<file path="config.mk">
export PLATFORM = sky130hd
export DESIGN_NAME = mtl_timing_gen
export DESIGN_NICKNAME = d
export VERILOG_FILES = /design/src/rtl/mtl_pkg.sv /design/src/rtl/sync_delay_line.sv /design/src/rtl/mtl_timing_gen.sv
export SDC_FILE = /design/constraint.sdc
export NUM_CORES = 1
export LEC_CHECK = 0
export CAP_MARGIN = 20
export CORE_MARGIN = 3
export CORE_UTILIZATION = 40
export DETAILED_ROUTE_END_ITERATION = 16
export PLACE_DENSITY = 0.63
export SLEW_MARGIN = 40
export SYNTH_ARGS = -nofsm -noshare
export SYNTH_HDL_FRONTEND = slang
export SYNTH_SLANG_ARGS = --single-unit
</file>
<file path="constraint.sdc">
create_clock -name clk -period 3.34 [get_ports clk]
set_input_delay 1.002 -clock clk [delete_from_list [all_inputs] [get_ports clk]]
set_output_delay 1.002 -clock clk [all_outputs]
set_load 0.02 [all_outputs]
</file>
<file path="src/rtl/mtl_pkg.sv">
`default_nettype none
// +-----------------------------------------------------------------------------+
// | Module   : mtl_pkg                                                          |
// | Purpose  : MTL 800x480 panel timing defaults and shared coordinate types.   |
// | Revision : 1.0                                                              |
// +-----------------------------------------------------------------------------+
package mtl_pkg;

    localparam int MTL_H_ACTIVE = 800;
    localparam int MTL_H_FRONT  = 210;
    localparam int MTL_H_SYNC   = 30;
    localparam int MTL_H_BACK   = 16;
    localparam int MTL_V_ACTIVE = 480;
    localparam int MTL_V_FRONT  = 22;
    localparam int MTL_V_SYNC   = 13;
    localparam int MTL_V_BACK   = 10;

    localparam int MTL_H_TOTAL = MTL_H_ACTIVE + MTL_H_FRONT + MTL_H_SYNC + MTL_H_BACK;
    localparam int MTL_V_TOTAL = MTL_V_ACTIVE + MTL_V_FRONT + MTL_V_SYNC + MTL_V_BACK;

    localparam int X_W = 11;
    localparam int Y_W = 10;

    typedef logic [X_W-1:0] xcoord_t;
    typedef logic [Y_W-1:0] ycoord_t;

    // Strobes carried through the alignment delay line (MSB first).
    typedef struct packed {
        logic hsync_n;
        logic vsync_n;
        logic data_en;
    } strobe_t;

    localparam strobe_t STROBE_RST = '{hsync_n: 1'b1, vsync_n: 1'b1, data_en: 1'b0};

endpackage
`default_nettype wire

</file>
<file path="src/rtl/sync_delay_line.sv">
`default_nettype none
// +-----------------------------------------------------------------------------+
// | Module   : sync_delay_line                                                  |
// | Purpose  : Enable-gated shift register of configurable width and depth.     |
// | Revision : 1.0                                                              |
// +-----------------------------------------------------------------------------+
module sync_delay_line #(
    parameter int               WIDTH   = 3,
    parameter int               DEPTH   = 2,
    parameter logic [WIDTH-1:0] RST_VAL = '0
) (
    input  logic             clk,
    input  logic             reset,
    input  logic             en_i,
    input  logic [WIDTH-1:0] data_i,
    output logic [WIDTH-1:0] data_o
);

    generate
        if (DEPTH == 0) begin : g_passthru
            logic w_unused;
            assign w_unused = ^{clk, reset, en_i};
            assign data_o   = data_i;
        end else begin : g_shift
            logic [WIDTH-1:0] stage_q [DEPTH];

            always_ff @(posedge clk or posedge reset) begin
                if (reset) begin
                    for (int i = 0; i < DEPTH; i++) begin
                        stage_q[i] <= RST_VAL;
                    end
                end else if (en_i) begin
                    stage_q[0] <= data_i;
                    for (int i = 1; i < DEPTH; i++) begin
                        stage_q[i] <= stage_q[i-1];
                    end
                end
            end

            assign data_o = stage_q[DEPTH-1];
        end
    endgenerate

endmodule
`default_nettype wire

</file>
<file path="src/rtl/mtl_timing_gen.sv">
`default_nettype none
// +-----------------------------------------------------------------------------+
// | Module   : mtl_timing_gen                                                   |
// | Purpose  : Raster counters, active-area coordinates and delayed panel sync. |
// | Revision : 1.0                                                              |
// +-----------------------------------------------------------------------------+
module mtl_timing_gen
    import mtl_pkg::*;
#(
    parameter int H_ACTIVE = MTL_H_ACTIVE,
    parameter int H_FRONT  = MTL_H_FRONT,
    parameter int H_SYNC   = MTL_H_SYNC,
    parameter int H_BACK   = MTL_H_BACK,
    parameter int V_ACTIVE = MTL_V_ACTIVE,
    parameter int V_FRONT  = MTL_V_FRONT,
    parameter int V_SYNC   = MTL_V_SYNC,
    parameter int V_BACK   = MTL_V_BACK,
    parameter int PIPE_DLY = 2
) (
    input  logic    clk,
    input  logic    reset,
    input  logic    enable,
    output xcoord_t Xpos,
    output ycoord_t Ypos,
    output logic    data_en,
    output logic    data_en_dly,
    output logic    hsync_n,
    output logic    vsync_n,
    output logic    line_start,
    output logic    frame_start
);

    localparam int c_h_total = H_ACTIVE + H_FRONT + H_SYNC + H_BACK;
    localparam int c_v_total = V_ACTIVE + V_FRONT + V_SYNC + V_BACK;
    localparam int c_hw      = $clog2(c_h_total);
    localparam int c_vw      = $clog2(c_v_total);

    localparam logic [c_hw-1:0] c_h_last     = c_hw'(c_h_total - 1);
    localparam logic [c_hw-1:0] c_h_sync_end = c_hw'(H_SYNC);
    localparam logic [c_hw-1:0] c_h_act_beg  = c_hw'(H_SYNC + H_BACK);
    localparam logic [c_hw-1:0] c_h_act_end  = c_hw'(H_SYNC + H_BACK + H_ACTIVE);
    localparam logic [c_vw-1:0] c_v_last     = c_vw'(c_v_total - 1);
    localparam logic [c_vw-1:0] c_v_sync_end = c_vw'(V_SYNC);
    localparam logic [c_vw-1:0] c_v_act_beg  = c_vw'(V_SYNC + V_BACK);
    localparam logic [c_vw-1:0] c_v_act_end  = c_vw'(V_SYNC + V_BACK + V_ACTIVE);

    logic [c_hw-1:0] h_cnt_q, h_cnt_d;
    logic [c_vw-1:0] v_cnt_q, v_cnt_d;
    xcoord_t         xpos_q, xpos_d;
    ycoord_t         ypos_q, ypos_d;
    logic            de_q, de_d;
    logic            hs_raw_q, hs_raw_d;
    logic            vs_raw_q, vs_raw_d;
    logic            ls_q, ls_d;
    logic            fs_q, fs_d;

    logic            w_h_active;
    logic            w_v_active;
    logic            w_visible;
    strobe_t         w_strobe_in;
    strobe_t         w_strobe_out;

    assign w_h_active = (h_cnt_q >= c_h_act_beg) && (h_cnt_q < c_h_act_end);
    assign w_v_active = (v_cnt_q >= c_v_act_beg) && (v_cnt_q < c_v_act_end);
    assign w_visible  = w_h_active && w_v_active;

    always_comb begin
        h_cnt_d  = h_cnt_q;
        v_cnt_d  = v_cnt_q;
        xpos_d   = xpos_q;
        ypos_d   = ypos_q;
        de_d     = de_q;
        hs_raw_d = hs_raw_q;
        vs_raw_d = vs_raw_q;
        ls_d     = 1'b0;
        fs_d     = 1'b0;
        if (enable) begin
            if (h_cnt_q == c_h_last) begin
                h_cnt_d = '0;
                v_cnt_d = (v_cnt_q == c_v_last) ? '0 : v_cnt_q + 1'b1;
            end else begin
                h_cnt_d = h_cnt_q + 1'b1;
            end
            // Coordinates are derived from the pre-increment count, giving latency 1.
            xpos_d   = w_visible ? xcoord_t'(h_cnt_q - c_h_act_beg) : '0;
            ypos_d   = w_visible ? ycoord_t'(v_cnt_q - c_v_act_beg) : '0;
            de_d     = w_visible;
            hs_raw_d = !(h_cnt_q < c_h_sync_end);
            vs_raw_d = !(v_cnt_q < c_v_sync_end);
            ls_d     = w_v_active && (h_cnt_q == c_h_act_beg);
            fs_d     = w_v_active && (h_cnt_q == c_h_act_beg) && (v_cnt_q == c_v_act_beg);
        end
    end

    always_ff @(posedge clk or posedge reset) begin
        if (reset) begin
            h_cnt_q  <= '0;
            v_cnt_q  <= '0;
            xpos_q   <= '0;
            ypos_q   <= '0;
            de_q     <= 1'b0;
            hs_raw_q <= 1'b1;
            vs_raw_q <= 1'b1;
            ls_q     <= 1'b0;
            fs_q     <= 1'b0;
        end else begin
            h_cnt_q  <= h_cnt_d;
            v_cnt_q  <= v_cnt_d;
            xpos_q   <= xpos_d;
            ypos_q   <= ypos_d;
            de_q     <= de_d;
            hs_raw_q <= hs_raw_d;
            vs_raw_q <= vs_raw_d;
            ls_q     <= ls_d;
            fs_q     <= fs_d;
        end
    end

    assign w_strobe_in = '{hsync_n: hs_raw_q, vsync_n: vs_raw_q, data_en: de_q};

    sync_delay_line #(
        .WIDTH   ($bits(strobe_t)),
        .DEPTH   (PIPE_DLY),
        .RST_VAL (STROBE_RST)
    ) u_sync_delay_line (
        .clk    (clk),
        .reset  (reset),
        .en_i   (enable),
        .data_i (w_strobe_in),
        .data_o (w_strobe_out)
    );

    assign Xpos        = xpos_q;
    assign Ypos        = ypos_q;
    assign data_en     = de_q;
    assign data_en_dly = w_strobe_out.data_en;
    assign hsync_n     = w_strobe_out.hsync_n;
    assign vsync_n     = w_strobe_out.vsync_n;
    assign line_start  = ls_q;
    assign frame_start = fs_q;

endmodule
`default_nettype wire

</file>
Yosys cells after proc, flatten, opt, wreduce, memory -nomap -nowiden:

Cells that the tools add are included.
Widths: inputs -> output; s select.

* flip-flop bits (word level): 53
* bits of input ports: 3
* word-level logic and storage cells: 39

* add/sub/neg operators: 4
* magnitude comparators: 6
* eq/ne operators: 4
* muxes and demuxes: 6
* reduce and logical (&&, ||, !) cells: 8

Operators by type and width (count)
* $mux 11: 2
* $mux 10: 2
* $add 11x1->11 const B: 1
* $eq 11x11->1 const B: 1
* $eq 11x6->1 const B: 1
* $ge 11x6->1 const B: 1
* $lt 11x10->1 const B: 1
* $lt 11x5->1 const B: 1
* $sub 11x6->11 const B: 1
* $add 10x1->10 const B: 1
* $eq 10x10->1 const B: 1
* $eq 10x5->1 const B: 1
* $ge 10x5->1 const B: 1
* $lt 10x4->1 const B: 1
* $lt 10x9->1 const B: 1
* $sub 10x5->10 const B: 1
* $logic_and 1x1->1: 5
* $logic_not 1->1: 2
* $mux 1: 2
* $reduce_and 2->1: 1

Depth between registers and ports, before layout:

* depth in word-level cells: 5
* depth in mapped cells: 7

Modules after synthesis:

A second synthesis with hierarchy kept.

* cell total of the unflattened synthesis: 270
* area total of the unflattened synthesis: 2751.4 um^2

Modules (own cells, without submodules)
* mtl_timing_gen: instances 1, cells an instance 253, area an instance 2468.6 um^2, sequential area each 1178.6 um^2
* sync_delay_line: instances 1, cells an instance 17, area an instance 282.8 um^2, sequential area each 155.1 um^2

Least setup slack after synthesis:

OpenSTA, ideal clock, no wires.

* kind: register to register
* from: register h_cnt_q[7]
* to: register v_cnt_q[8]
* arrival: 2.167 ns
* data required time: 3.215 ns
* path slack: 1.048 ns
* stages on the path, launching flop included: 7
* path buffers: 2
* clock period less this slack: 2.292 ns
* path through: dfrtp_1 buf_6 or4_4 or4_1 buf_2 or3_4 xnor2_2

* longest elaborated chain between the ends: 2

Ends and longest elaborated chain
* from (decl): line mtl_timing_gen.sv:47 `logic [c_hw-1:0] h_cnt_q, h_cnt_d;`
* from (signal assigned): line mtl_timing_gen.sv:107 `h_cnt_q <= h_cnt_d;`
* $eq 11x11->1: line mtl_timing_gen.sv:78 `if (h_cnt_q == c_h_last) begin`
* $reduce_and 2->1 (no line)
* to (signal assigned): line mtl_timing_gen.sv:108 `v_cnt_q <= v_cnt_d;`
* to (decl): line mtl_timing_gen.sv:48 `logic [c_vw-1:0] v_cnt_q, v_cnt_d;`

No other way between the ends.
A chain may end at the register's enable or synchronous reset.

==> results.txt <==
Final net count: 300
Most frequent cells after synthesis: dfrtp_1, inv_1, o32ai_1
Ys async rst share: 1.000
Mapped Cells: 271
Worst setup SP type: input port
RSZ-0062 raised after global routing: no
Hold Crit Class: flip-flop to flip-flop
Synth warnings: 0
Detailed-route wire length: 5.546 mm
Die X: 88.28 um
Fmax: 0.3770 GHz
Remaining global-route overflow: 0
Worst r2r src: h_cnt_q[7]
Syn_nets: 279
Xor and xnor area share after synthesis: 0.08041
Post-synth top area share: 0.4344
Post-synthesis compound-gate area fraction: 0.1405
N_diodes: 0
Critical Path Fanout Max: 41
Post-synthesis simple-gate area fraction: 0.1562
Crit. End Element: flip-flop
Root Driver: clkbuf_8
Cts bufs inserted: 5
DR WL/cell: 14.99 um
Synth top area cells: dfrtp_1, o32ai_1, dfstp_2, xnor2_1, inv_1
First-pass GRT wire length: 9.701 mm
Initial antenna violation count: 0
Clock Skew: 0.008347 ns
Pwr per Cell Area: 526.7 nW/um2
I/O pin total: 30
Site Rows: 29
Max-slew headroom: 0.6458
Vias per cell: 5.578
WS Path Type: input port to flip-flop
First DRT Iteration DRCs: 155
Post-cts repair resize count: 0
CP Launch Point: enable
Clk slew on worst S/H paths: 0.09 ns
Synthesized area: 2708 um2
Slew @ Worst Pin: 0.5180 ns
Vias in the first global route: 1,967
Hold_buf cts: 0
Final Setup Violations: 0
Outcome: finished clean
Die area: 7792 um2
Hold path start: vs_raw_q
Mapped Avg Cell Area: 9.991 um2
Vias after detailed routing: 2,064
Count leader, synth: dfrtp_1
Core Footprint: 6459 um2
Fraction of layout cells with a size suffix above 1: 0.1195
CTS tree: built
VDD IR max: 0.0002300 V
Post-Synth Adder-Cell Area: 0.02311
Clock sink total: 53
Chip height: 88.28 um
Total GRT Usage: 0.1566
Post-DP HPWL: 3.830 mm
WHS: 0.4970 ns
GPL Wtd Cong: 0.8991
Lkg Pwr: 1.334 nW
Initial Util: 0.4192
PortBufs: 29
Fin crit share: 0.7941
Sequential fraction of the synthesis area: 0.4926
Ys flop type: dfrtp_1
Post-synth EDFFs: 0
H-tree depth: 2
Largest family of logic cells by synthesized area: simple AND/OR/NAND/NOR gates
Synth cell types: 43
1st-pass router iterations: 4
Largest net degree at the start of global routing: 42
Clock Latency Late Sink: 0.30 ns
Critical Path RT: 3.54 ns
#FFs+latches synth: 53
Final hold violations: 0
Tmin final: 2.652 ns
CTS Buffer Depth: 2
Detail Route Antenna Nets: 0
Yosys top cell by area: dfrtp_1
Max Cap Violations: 0
Max-slew violation count: 0
Drt drc: 0
Post-synthesis mux area share: 0.03235
P&R area growth vs syn: 17.10%
Crit path DAT: 2.85 ns
Setup TNS: 0 ns
Setup bufs post-CTS: 0
[placed cells by master, fill, tap and decap left out, types with 6 or more instances in the layout]
master,netlist,final
inv_1,28,27
o32ai_1,22,22
clkbuf_8,0,7
xnor2_1,16,16
nand3_1,11,11
mux2_2,6,6
xor2_1,7,7
dfstp_2,6,6
nand2_1,18,18
nor2_1,13,13
a21oi_1,6,6
nor3_1,6,6
nand4_1,8,8
o21ai_0,7,7
dfrtp_1,47,47
clkdlybuf4s50_1,0,29
buf_4,0,7
[final cells by class]
cell class | count | area (um2)
clock inverters | 1 | 5.005
inverters | 28 | 105.1
repair buffers | 37 | 362.8
well taps | 77 | 96.34
fillers | 618 | 3288
clock buffers | 7 | 96.34
flip-flops and latches | 53 | 1334
multi-input cells | 167 | 1171
[power by group]
group	internal (W)	switching (W)	total [W]	leakage (nW)
registers	0.000713	0.000124	0.000836	0.690
logic	0.000200	0.000241	0.000440	0.591
clock network	0.000188	0.000206	0.000394	0.0542
[registers in the layout, summed over array words and instances (netlist names)]
name and count:
Xpos 11, Ypos 10, data_en 1, frame_start 1, h_cnt_q 11, hs_raw_q 1, line_start 1, u_sync_delay_line.data_o 3
u_sync_delay_line.g_shift.stage_q 3, v_cnt_q 10, vs_raw_q 1
[stage by stage]
step	area, um2	util	cells	worst slack (ns)	power (W)
2_1_floorplan	2708	-	271	1.048	0.001158
3_3_place_gp	3069	0.4752	362	0.4820	0.001279
3_5_place_dp	3069	0.4752	362	0.3535	0.001285
4_1_cts	3171	0.4909	370	0.6623	0.001684
5_1_grt	3171	0.4909	370	0.5542	0.001780
6_report	3171	0.4909	370	0.6877	0.001670
[critical path, cell delays in order]
cell and delay [ns]:
clkdlybuf4s50_1 0.49, buf_4 0.38, nor3b_1 0.26, nand3_1 0.13, buf_4 0.21, o41ai_1 0.37
[path summary, 6_finish.rpt]
path / to / slack [ns] / depth (start not counted)
max in group asynchronous: vs_raw_q / 1.70 / 3
worst max register to register: v_cnt_q[8] / 0.93 / 4
min in group asynchronous: h_cnt_q[5] / 1.03 / 2
worst min-delay path: vs_raw_q / 0.50 / 2
worst max-delay path: Xpos[5] / 0.69 / 6
worst min register to register: vs_raw_q / 0.50 / 2
[metal layers]
metal / up-vias / share of wire / global-route usage
met5: - / 0 / 0
met4: 0 / 0.011 / 0.03709
met3: 6 / 0.053 / 0.03911
met2: 67 / 0.43 / 0.2216
met1: 985 / 0.50 / 0.2404
li1: 1006 / - / -
[logic make-up (layout without fill, tap and decap cells)]
group | count (synthesis) | after routing
buffers and inverters | 51 | 73
and+or+nand+nor | 79 | 79
muxes | 8 | 8
xor gates and xnor gates | 24 | 24
DFF | 53 | 53
AOI/OAI and AO/OA | 51 | 51
adders and majority gates | 5 | 5
Note: power is estimated with default switching activity, not from simulation.
